**config.mk**
```make
export PLATFORM = sky130hd
export DESIGN_NAME = id_stage
export DESIGN_NICKNAME = d
export VERILOG_FILES = /design/src/rtl/riscv_pkg.sv /design/src/rtl/id_decoder.sv /design/src/rtl/id_stage.sv
export SDC_FILE = /design/constraint.sdc
export NUM_CORES = 1
export LEC_CHECK = 0
export CORE_MARGIN = 2
export CORE_UTILIZATION = 44
export DETAILED_ROUTE_END_ITERATION = 12
export PLACE_DENSITY = 0.85
export SLEW_MARGIN = 10
export SYNTH_ARGS = -nofsm -noshare
export SYNTH_HDL_FRONTEND = slang
export SYNTH_SLANG_ARGS = --single-unit
```
**constraint.sdc**
```tcl
create_clock -name clk -period 4.73 [get_ports clk]
set_clock_uncertainty 0.15 [all_clocks]
set_input_delay 0.946 -clock clk [delete_from_list [all_inputs] [get_ports clk]]
set_output_delay 0.946 -clock clk [all_outputs]
set_load 0.005 [all_outputs]
```
**src/rtl/riscv_pkg.sv**
```systemverilog
`default_nettype none
// ============================================================================
// Package    : riscv_pkg
// Description: RV32I opcode constants, decoded operation enum and the shared
//              operand-forwarding helper used by the decode stage.
// Revision   : 1.0 - initial release
// ============================================================================
package riscv_pkg;

    localparam int XLEN = 32;
    localparam int OPW  = 6;

    localparam logic [6:0] OPC_LUI    = 7'b0110111;
    localparam logic [6:0] OPC_AUIPC  = 7'b0010111;
    localparam logic [6:0] OPC_JAL    = 7'b1101111;
    localparam logic [6:0] OPC_JALR   = 7'b1100111;
    localparam logic [6:0] OPC_BRANCH = 7'b1100011;
    localparam logic [6:0] OPC_LOAD   = 7'b0000011;
    localparam logic [6:0] OPC_STORE  = 7'b0100011;
    localparam logic [6:0] OPC_OPIMM  = 7'b0010011;
    localparam logic [6:0] OPC_OP     = 7'b0110011;

    localparam logic [6:0] F7_BASE = 7'h00;
    localparam logic [6:0] F7_ALT  = 7'h20;

    typedef enum logic [OPW-1:0] {
        OP_NOP,
        OP_ADD, OP_SUB, OP_SLL, OP_SLT, OP_SLTU, OP_XOR, OP_SRL, OP_SRA, OP_OR, OP_AND,
        OP_ADDI, OP_SLTI, OP_SLTIU, OP_XORI, OP_ORI, OP_ANDI, OP_SLLI, OP_SRLI, OP_SRAI,
        OP_LUI, OP_AUIPC,
        OP_LB, OP_LH, OP_LW, OP_LBU, OP_LHU,
        OP_SB, OP_SH, OP_SW,
        OP_BEQ, OP_BNE, OP_BLT, OP_BGE, OP_BLTU, OP_BGEU,
        OP_JAL, OP_JALR
    } op_e;

    // EX result beats MEM result, which beats the register file / held copy.
    function automatic logic [XLEN-1:0] operand_fwd(
        input logic [4:0]      rs,
        input logic            first,
        input logic [XLEN-1:0] rn,
        input logic [XLEN-1:0] hold,
        input logic            exf_we,
        input logic [4:0]      exf_wa,
        input logic [XLEN-1:0] exf_wn,
        input logic            memf_we,
        input logic [4:0]      memf_wa,
        input logic [XLEN-1:0] memf_wn
    );
        logic [XLEN-1:0] v;
        if (rs == 5'd0)
            v = '0;
        else if (exf_we && (exf_wa == rs))
            v = exf_wn;
        else if (memf_we && (memf_wa == rs))
            v = memf_wn;
        else
            v = first ? rn : hold;
        return v;
    endfunction

endpackage
`default_nettype wire

```
**src/rtl/id_decoder.sv**
```systemverilog
`default_nettype none
// ============================================================================
// Module     : id_decoder
// Description: Combinational RV32I instruction decoder (op, rd, imm, rs usage).
// Revision   : 1.0 - initial release
// ============================================================================
module id_decoder
    import riscv_pkg::*;
(
    input  logic [31:0]     inst_i,
    output op_e             op_o,
    output logic [4:0]      rd_o,
    output logic            we_o,
    output logic [XLEN-1:0] imm_o,
    output logic [4:0]      rs1_o,
    output logic [4:0]      rs2_o,
    output logic            uses_rs1_o,
    output logic            uses_rs2_o
);

    logic [6:0]      w_opc;
    logic [2:0]      w_f3;
    logic [6:0]      w_f7;
    logic            w_has_rd;
    logic [XLEN-1:0] w_imm_i, w_imm_s, w_imm_b, w_imm_u, w_imm_j, w_imm_sh;

    assign w_opc = inst_i[6:0];
    assign w_f3  = inst_i[14:12];
    assign w_f7  = inst_i[31:25];

    assign w_imm_i  = {{20{inst_i[31]}}, inst_i[31:20]};
    assign w_imm_s  = {{20{inst_i[31]}}, inst_i[31:25], inst_i[11:7]};
    assign w_imm_b  = {{19{inst_i[31]}}, inst_i[31], inst_i[7], inst_i[30:25], inst_i[11:8], 1'b0};
    assign w_imm_u  = {inst_i[31:12], 12'b0};
    assign w_imm_j  = {{11{inst_i[31]}}, inst_i[31], inst_i[19:12], inst_i[20], inst_i[30:21], 1'b0};
    assign w_imm_sh = {27'b0, inst_i[24:20]};

    assign rs1_o = inst_i[19:15];
    assign rs2_o = inst_i[24:20];

    always_comb begin
        op_o = OP_NOP;
        case (w_opc)
            OPC_LUI:   op_o = OP_LUI;
            OPC_AUIPC: op_o = OP_AUIPC;
            OPC_JAL:   op_o = OP_JAL;
            OPC_JALR:  if (w_f3 == 3'b000) op_o = OP_JALR;
            OPC_BRANCH: begin
                case (w_f3)
                    3'b000:  op_o = OP_BEQ;
                    3'b001:  op_o = OP_BNE;
                    3'b100:  op_o = OP_BLT;
                    3'b101:  op_o = OP_BGE;
                    3'b110:  op_o = OP_BLTU;
                    3'b111:  op_o = OP_BGEU;
                    default: op_o = OP_NOP;
                endcase
            end
            OPC_LOAD: begin
                case (w_f3)
                    3'b000:  op_o = OP_LB;
                    3'b001:  op_o = OP_LH;
                    3'b010:  op_o = OP_LW;
                    3'b100:  op_o = OP_LBU;
                    3'b101:  op_o = OP_LHU;
                    default: op_o = OP_NOP;
                endcase
            end
            OPC_STORE: begin
                case (w_f3)
                    3'b000:  op_o = OP_SB;
                    3'b001:  op_o = OP_SH;
                    3'b010:  op_o = OP_SW;
                    default: op_o = OP_NOP;
                endcase
            end
            OPC_OPIMM: begin
                case (w_f3)
                    3'b000:  op_o = OP_ADDI;
                    3'b010:  op_o = OP_SLTI;
                    3'b011:  op_o = OP_SLTIU;
                    3'b100:  op_o = OP_XORI;
                    3'b110:  op_o = OP_ORI;
                    3'b111:  op_o = OP_ANDI;
                    3'b001:  op_o = (w_f7 == F7_BASE) ? OP_SLLI : OP_NOP;
                    default: op_o = (w_f7 == F7_BASE) ? OP_SRLI :
                                    (w_f7 == F7_ALT)  ? OP_SRAI : OP_NOP;
                endcase
            end
            OPC_OP: begin
                if (w_f7 == F7_BASE) begin
                    case (w_f3)
                        3'b000:  op_o = OP_ADD;
                        3'b001:  op_o = OP_SLL;
                        3'b010:  op_o = OP_SLT;
                        3'b011:  op_o = OP_SLTU;
                        3'b100:  op_o = OP_XOR;
                        3'b101:  op_o = OP_SRL;
                        3'b110:  op_o = OP_OR;
                        default: op_o = OP_AND;
                    endcase
                end else if (w_f7 == F7_ALT) begin
                    if (w_f3 == 3'b000)
                        op_o = OP_SUB;
                    else if (w_f3 == 3'b101)
                        op_o = OP_SRA;
                end
            end
            default: op_o = OP_NOP;
        endcase
    end

    // Field extraction keyed off the final op so illegal encodings yield nothing.
    always_comb begin
        w_has_rd   = 1'b0;
        uses_rs1_o = 1'b0;
        uses_rs2_o = 1'b0;
        imm_o      = '0;
        case (op_o)
            OP_LUI, OP_AUIPC: begin
                w_has_rd = 1'b1;
                imm_o    = w_imm_u;
            end
            OP_JAL: begin
                w_has_rd = 1'b1;
                imm_o    = w_imm_j;
            end
            OP_JALR, OP_LB, OP_LH, OP_LW, OP_LBU, OP_LHU,
            OP_ADDI, OP_SLTI, OP_SLTIU, OP_XORI, OP_ORI, OP_ANDI: begin
                w_has_rd   = 1'b1;
                uses_rs1_o = 1'b1;
                imm_o      = w_imm_i;
            end
            OP_SLLI, OP_SRLI, OP_SRAI: begin
                w_has_rd   = 1'b1;
                uses_rs1_o = 1'b1;
                imm_o      = w_imm_sh;
            end
            OP_ADD, OP_SUB, OP_SLL, OP_SLT, OP_SLTU, OP_XOR, OP_SRL, OP_SRA, OP_OR, OP_AND: begin
                w_has_rd   = 1'b1;
                uses_rs1_o = 1'b1;
                uses_rs2_o = 1'b1;
            end
            OP_SB, OP_SH, OP_SW: begin
                uses_rs1_o = 1'b1;
                uses_rs2_o = 1'b1;
                imm_o      = w_imm_s;
            end
            OP_BEQ, OP_BNE, OP_BLT, OP_BGE, OP_BLTU, OP_BGEU: begin
                uses_rs1_o = 1'b1;
                uses_rs2_o = 1'b1;
                imm_o      = w_imm_b;
            end
            default: w_has_rd = 1'b0;
        endcase
    end

    assign rd_o = w_has_rd ? inst_i[11:7] : 5'd0;
    assign we_o = w_has_rd && (inst_i[11:7] != 5'd0);

endmodule
`default_nettype wire

```
**src/rtl/id_stage.sv**
```systemverilog
`default_nettype none
// ============================================================================
// Module     : id_stage
// Description: RV32I decode stage with synchronous RF read, EX/MEM forwarding,
//              load-use stall and valid/ready handoff to EX.
// Revision   : 1.0 - initial release
// ============================================================================
module id_stage
    import riscv_pkg::*;
(
    input  logic            clk,
    input  logic            rst,
    input  logic            flush,
    input  logic            if_valid,
    output logic            if_ready,
    input  logic [XLEN-1:0] if_pc,
    input  logic [31:0]     if_inst,
    output logic [4:0]      rf_ra1,
    output logic [4:0]      rf_ra2,
    output logic            rf_re1,
    output logic            rf_re2,
    input  logic [XLEN-1:0] rf_rn1,
    input  logic [XLEN-1:0] rf_rn2,
    input  logic            exf_we,
    input  logic [4:0]      exf_wa,
    input  logic [XLEN-1:0] exf_wn,
    input  logic            exf_load,
    input  logic            memf_we,
    input  logic [4:0]      memf_wa,
    input  logic [XLEN-1:0] memf_wn,
    output logic            ex_valid,
    input  logic            ex_ready,
    output logic [XLEN-1:0] ex_pc,
    output op_e             ex_op,
    output logic [XLEN-1:0] ex_rs1v,
    output logic [XLEN-1:0] ex_rs2v,
    output logic [XLEN-1:0] ex_imm,
    output logic [4:0]      ex_rd,
    output logic            ex_we
);

    op_e             dec_op;
    logic [4:0]      dec_rd, dec_rs1, dec_rs2;
    logic            dec_we, dec_use1, dec_use2;
    logic [XLEN-1:0] dec_imm;

    id_decoder u_dec (
        .inst_i     (if_inst),
        .op_o       (dec_op),
        .rd_o       (dec_rd),
        .we_o       (dec_we),
        .imm_o      (dec_imm),
        .rs1_o      (dec_rs1),
        .rs2_o      (dec_rs2),
        .uses_rs1_o (dec_use1),
        .uses_rs2_o (dec_use2)
    );

    logic            s2_valid_q, s2_valid_d;
    logic            s2_first_q, s2_first_d;
    logic [XLEN-1:0] pc_q, pc_d;
    op_e             op_q, op_d;
    logic [XLEN-1:0] imm_q, imm_d;
    logic [4:0]      rd_q, rd_d;
    logic            we_q, we_d;
    logic [4:0]      rs1_q, rs1_d;
    logic [4:0]      rs2_q, rs2_d;
    logic [XLEN-1:0] hold1_q, hold1_d;
    logic [XLEN-1:0] hold2_q, hold2_d;

    logic [XLEN-1:0] opnd1, opnd2;
    logic            stall, ex_fire, accept;

    assign opnd1 = operand_fwd(rs1_q, s2_first_q, rf_rn1, hold1_q,
                               exf_we, exf_wa, exf_wn, memf_we, memf_wa, memf_wn);
    assign opnd2 = operand_fwd(rs2_q, s2_first_q, rf_rn2, hold2_q,
                               exf_we, exf_wa, exf_wn, memf_we, memf_wa, memf_wn);

    // Unused source indices are stored as x0, so they can never trigger a stall.
    assign stall    = exf_load && exf_we && (exf_wa != 5'd0) &&
                      ((exf_wa == rs1_q) || (exf_wa == rs2_q));
    assign ex_valid = s2_valid_q && !stall && !flush && !rst;
    assign ex_fire  = ex_valid && ex_ready;
    assign if_ready = !rst && !flush && (!s2_valid_q || ex_fire);
    assign accept   = if_valid && if_ready;

    assign rf_ra1 = rst ? 5'd0 : dec_rs1;
    assign rf_ra2 = rst ? 5'd0 : dec_rs2;
    assign rf_re1 = accept && dec_use1;
    assign rf_re2 = accept && dec_use2;

    assign ex_pc   = pc_q;
    assign ex_op   = op_q;
    assign ex_imm  = imm_q;
    assign ex_rd   = rd_q;
    assign ex_we   = we_q;
    assign ex_rs1v = opnd1;
    assign ex_rs2v = opnd2;

    always_comb begin
        s2_valid_d = s2_valid_q;
        s2_first_d = s2_first_q;
        pc_d       = pc_q;
        op_d       = op_q;
        imm_d      = imm_q;
        rd_d       = rd_q;
        we_d       = we_q;
        rs1_d      = rs1_q;
        rs2_d      = rs2_q;
        hold1_d    = hold1_q;
        hold2_d    = hold2_q;
        if (flush) begin
            s2_valid_d = 1'b0;
        end else if (accept) begin
            s2_valid_d = 1'b1;
            s2_first_d = 1'b1;
            pc_d       = if_pc;
            op_d       = dec_op;
            imm_d      = dec_imm;
            rd_d       = dec_rd;
            we_d       = dec_we;
            rs1_d      = dec_use1 ? dec_rs1 : 5'd0;
            rs2_d      = dec_use2 ? dec_rs2 : 5'd0;
        end else if (ex_fire) begin
            s2_valid_d = 1'b0;
        end else if (s2_valid_q) begin
            // RF data is only valid for one cycle; keep the forwarded view.
            hold1_d    = opnd1;
            hold2_d    = opnd2;
            s2_first_d = 1'b0;
        end
    end

    always_ff @(posedge clk) begin
        if (rst) begin
            s2_valid_q <= 1'b0;
            s2_first_q <= 1'b0;
            pc_q       <= '0;
            op_q       <= OP_NOP;
            imm_q      <= '0;
            rd_q       <= 5'd0;
            we_q       <= 1'b0;
            rs1_q      <= 5'd0;
            rs2_q      <= 5'd0;
            hold1_q    <= '0;
            hold2_q    <= '0;
        end else begin
            s2_valid_q <= s2_valid_d;
            s2_first_q <= s2_first_d;
            pc_q       <= pc_d;
            op_q       <= op_d;
            imm_q      <= imm_d;
            rd_q       <= rd_d;
            we_q       <= we_d;
            rs1_q      <= rs1_d;
            rs2_q      <= rs2_d;
            hold1_q    <= hold1_d;
            hold2_q    <= hold2_d;
        end
    end

endmodule
`default_nettype wire

```
# [Word-level counts from Yosys, hierarchy flattened]
# Cells that the tools add are included.
[totals] word_cells=152 regBits=152 input_bits=210 output_inout_bits=154
[classes] n_eq_ne=59 muxes=36 reduce_logical=43 bitwise_logic=3
[ops] operator="32-bit two-way mux" count=8
[ops] operator="32-bit case mux with 6 select lines" count=1
[ops] operator="6-bit by 5-bit == test with 1-bit output, second input constant" count=16
[ops] operator="6-bit case mux with 9 select lines" count=1
[ops] operator="6-bit by 4-bit == test with 1-bit output, second input constant" count=8
[ops] operator="6-bit case mux with 7 select lines" count=1
[ops] operator="6-bit == test, second input constant" count=6
[ops] operator="6-bit case mux with 6 select lines" count=1
[ops] operator="5-bit two-way mux" count=7
[ops] operator="34-bit OR reduction" count=1
[ops] operator="6-bit two-way mux" count=5
[ops] operator="7-bit by 6-bit == test with 1-bit output, second input constant" count=4
[ops] operator="4-bit case mux with 7 select lines" count=1
[ops] operator="28-bit OR reduction" count=1
[ops] operator="5-bit case mux with 5 select lines" count=1
[ops] operator="6-bit by 3-bit == test with 1-bit output, second input constant" count=4
[ops] operator="7-bit == test, second input constant" count=3
[ops] operator="5-bit == test" count=4
[ops] operator="19-bit OR reduction" count=1
[ops] operator="1-bit logical AND" count=17
[ops] operator="5-bit case mux with 3 select lines" count=1
[ops] operator="7-bit by 5-bit == test with 1-bit output, second input constant" count=2
[ops] operator="3-bit == test, second input constant" count=4
[ops] operator="6-bit by 2-bit == test with 1-bit output, second input constant" count=2
[ops] operator="other kinds (22)" count=41

# [Longest topological paths before layout]
[logic_depth] depth_word=13 ltp_mapped=16 ltp_nobuf=12

# [By module]
# Synthesis repeated with hierarchy kept, for this count alone.
[unflattened] cells_unflattened=1081 hier_area_um2=9255.1
[by_module_without_submodules] mod="id_stage" seq_area_each_um2=3042.9 area_per_inst_um2=7942.6 cells_per_inst=885 instances=1
[by_module_without_submodules] mod="id_decoder" seq_area_each_um2=0.0 area_per_inst_um2=1312.5 cells_per_inst=196 instances=1

# [Worst setup path after synthesis]
# OpenSTA, ideal clock, no wires.
[synth_path] path_type="input to output" from="in if_inst[14]" to="out rf_re1" t_required_ps=3634 path_stages=14 path_buffers=3 t_arrival_ps=3306 slack_ps=328 path_cell_list="buf_2 buf_4 inv_1 ha_1 nand3b_1 o41ai_1 and3_1 a311o_1 buf_2 a21boi_1 o21a_1 a211oi_1 nor3_1 nor2_1"
[synth_between] elab_chain_cells=10 elab_cells_between_ends=56 cone_classes="eq/ne: 41; mux: 12; reduce/logical: 3"
[synth_lines] item="from (decl)" line="id_stage.sv:17" source="input logic [31:0] if_inst,"
[synth_lines] item="3-bit == test"
[synth_lines] item="4-bit two-way mux" line="id_decoder.sv:105" source="else if (w_f3 == 3'b101)"
[synth_lines] item="6-bit two-way mux" line="id_decoder.sv:103" source="if (w_f3 == 3'b000)"
[synth_lines] item="6-bit two-way mux" line="id_decoder.sv:102" source="end else if (w_f7 == F7_ALT) begin"
[synth_lines] item="6-bit two-way mux" line="id_decoder.sv:91" source="if (w_f7 == F7_BASE) begin"
[synth_lines] item="6-bit case mux with 9 select lines *" line="id_decoder.sv:43" source="case (w_opc)"
[synth_lines] item="6-bit by 5-bit == test with 1-bit output (tied with other cells)" line="id_decoder.sv:119" source="case (op_o)"
[synth_lines] item="34-bit OR reduction (no source line) *"
[synth_lines] item="1-bit two-way mux *" line="id_decoder.sv:119"
[synth_lines] item="1-bit logical AND *" line="id_stage.sv:89" source="assign rf_re1 = accept && dec_use1;"
[synth_lines] item="to (decl)" line="id_stage.sv:20" source="output logic rf_re1,"
# Mark *: on every way between the ends. The rest lies on a longest branch, timed or not.

# [Worst setup path after layout]
[layout_path] from="in if_inst[0]" to="out rf_re1"
[layout_between] elab_chain_cells=6 elab_cells_between_ends=47 cone_classes="eq/ne: 43; mux: 2; reduce/logical: 2"
[layout_lines] item="7-bit by 6-bit == test with 1-bit output (tied with other cells)" line="id_decoder.sv:43"
[layout_lines] item="6-bit case mux with 9 select lines *" line="id_decoder.sv:43"
[layout_lines] item="6-bit by 5-bit == test with 1-bit output (tied with other cells)" line="id_decoder.sv:119"
[layout_lines] item="34-bit OR reduction (no source line) *"
[layout_lines] item="1-bit two-way mux *" line="id_decoder.sv:119"
[layout_lines] item="1-bit logical AND *" line="id_stage.sv:89"
# Marks and branches as above.

==> qor.yml <==
worst_setup_path:
  worst_ep_required_time_ps: 3630
  crit_family: "buffers and inverters"
  critical_path_class: "in -> out"
  critPathLaunchType: "input port"
  path_buf_inv: 5
  cp_common_cell: "buf_4"
  path_max_fanout: 6
  critPathCaptureType: "output port"
  cp_slowest_cell: "clkdlybuf4s50_1"
  path_cells: "clkdlybuf4s50_1 -> and4bb_2 -> nand4_1 -> o32ai_1 -> a311o_1 -> buf_6 -> buf_4 -> a211o_2 -> nor3_4 -> nor2_1 -> buf_4 -> dlygate4sd2_1"
  cp.arrival_ps: 3580
  cp_slowest_stage_delay_ps: 430
clocking:
  cts.sinks: 152
  cts_buffer_depth: 2
  clock_latency_ps: 420
  htreeDepth: 4
  clk_pin_slew_ps: 60
  cts_tree: "done"
  numCtsBuffers: 17
  cts_root_buf: "clkbuf_16"
final_layout:
  post-route-util: 0.715
  finalNonFillerCells: 1820
  fillers: 1634
  drive_gt1_frac: 0.124
  fin_area_um2: 13900
  syn_to_final_growth_pct: 59.8
  finalNetCount: 1755
outcome:
  status: "finished clean"
floorplanning:
  num_rows: 51
  fp.coreArea_um2: 19400
  io_pins: 364
  die_x_um: 144
  die_area_um2: 20900
  die_h_um: 144
  start_util: 0.447
place:
  numPortBuffers: 363
  dp_cells: 1780
  dpl_cell_area_um2: 13000
  gp_congestion: 0.914
  pre_cts_ws_ps: -559
  dpl.hpwl_mm: 24.7
synth:
  yosysUniqueCellTypes: 76
  ys_ff_latch: 152
  synth_edf_count: 0
  netlist_area_um2: 8680
  ys_warn_count: 0
  synth_top_area_frac: 0.351
  synth-seq-area-share: 0.351
  synth_async_sr_flop_share: 0
  yosys-top-cells-area: "dfxtp_1, a21oi_1, nand2_1"
  yosys_most_used_dff: "dfxtp_1"
  synth.most_common_cell: "nand2_1"
  syn_area_per_cell_um2: 7.49
  synth_nets: 1372
  synth_top_cell_by_area: "dfxtp_1"
  synth_common_cells: "nand2_1, a21oi_1, nor2_1, dfxtp_1, a211oi_1"
  syn_inst: 1158
global_route:
  grt_max_degree: 92
  grt_pass1_vias: 9573
  overflow: 0
  gr-usage-all-layers: 0.309
  grt_pass1_wl_mm: 50.6
  grt_antenna_before_repair: 1
sta:
  period_share: 0.989
  fmax_mhz: 214
  setup_slack_ps: 53.2
  final_max_slew_viol_count: 0
  worst_pin_slew_ps: 1020
  setup_viol: 0
  hold_viol_final: 0
  rsz0062_at_grt: "true"
  slew_headroom: 0.321
  setup_tns_ps: 0
  fin_crit_ps: 4680
  holdWs_ps: 303
route:
  wl_mm: 34.0
  dr.pass1.iters: 5
  vias: 10100
  drc: 0
  wire_per_inst_um: 18.7
  drt_iter0_markers: 689
  ant_nets: 0
  via_per_inst: 5.54
power:
  power_leakage_nw: 4.83
  totalPowerFinal_mw: 3.17
  vdd_drop_max_mv: 0.212
  powerDensity_nw_per_um2: 229
flow_run:
  maxCapViolCount: 0
worst_hold_path:
  hold_class: "reg -> reg"
## metal layers
metal  vias to the layer above  share of wire  track usage  wire, µm
met5                         -              0            0         0
met4                         0          0.040        0.137      1350
met3                        94          0.093       0.0957      3170
met2                       467           0.49        0.523     16600
li1                       4852              -            -         -
met1                      4662           0.38        0.359     13000
## power by group
group          internal [mW]  switching [mW]  total [mW]
clock                  0.758           0.566        1.32
combinational          0.300           0.238       0.538
sequential              1.29          0.0145        1.31
total                   2.35           0.818        3.17
## timing repair
action	in CTS	in global routing
pin swaps	15	9
hold buffers	0	0
cloned	1	0
endpoints found under the setup margin	3	29
buffers inserted	6	0
gates resized for setup	57	6
## path summary, 6_finish.rpt
| check | slack [ps] | cells past startpoint | from | endpoint |
|---|---|---|---|---|
| max | 50 | 12 | if_inst[0] | rf_re1 |
| min reg2reg | 300 | 2 | ex_pc[15] | ex_pc[15] |
| min | 300 | 2 | ex_pc[15] | ex_pc[15] |
| max reg2reg | 1240 | 11 | rs2_q[4] | ex_imm[22] |
## cell type report
type,instances,area (µm²),area share
diodes,1,2.50,0.000180
clock buffers,20,457,0.0329
clock inverters,12,118,0.00848
inverters,13,48.8,0.00352
multi-input cells,897,5400,0.390
flip-flops and latches,152,3050,0.220
well taps,265,332,0.0239
repair buffers,460,4460,0.321
## registers in the layout, summed over array words and instances (netlist names)
signal / flops
rs2_q: 5
ex_op: 6
s2_first_q: 1
hold1_q: 32
ex_imm: 32
s2_valid_q: 1
ex_rd: 5
ex_pc: 32
ex_we: 1
hold2_q: 32
rs1_q: 5
## layout by cell type (no fill, tap or decap), types with 11 or more instances in the layout
cell | synthesis | layout
dfxtp_1 | 152 | 151
a22o_1 | 21 | 21
dlygate4sd2_1 | 0 | 13
mux2i_1 | 65 | 65
buf_4 | 2 | 85
a211oi_1 | 78 | 77
clkbuf_16 | 0 | 17
nor2_1 | 162 | 155
nor2b_1 | 13 | 13
clkdlybuf4s50_1 | 0 | 346
o21ai_0 | 18 | 18
inv_1 | 12 | 12
nand2_1 | 218 | 218
a221o_1 | 11 | 11
a21oi_1 | 169 | 168
xor2_1 | 17 | 17
## kinds of logic after synthesis
family	count (synthesis)	synth area share
and+or+nand+nor	460	0.228
AOI/OAI and AO/OA	343	0.261
DFF	152	0.351
buffers and inverters	109	0.0535
muxes	66	0.0763
xor gates and xnor gates	23	0.0232
adders and majority gates	5	0.00692
## worst min-delay path, stage by stage (launching register included)
cell,delay [ps]
dfxtp_1,310
nand2_1,50
a21oi_1,50
No activity file was read; power rests on OpenSTA's default activity.
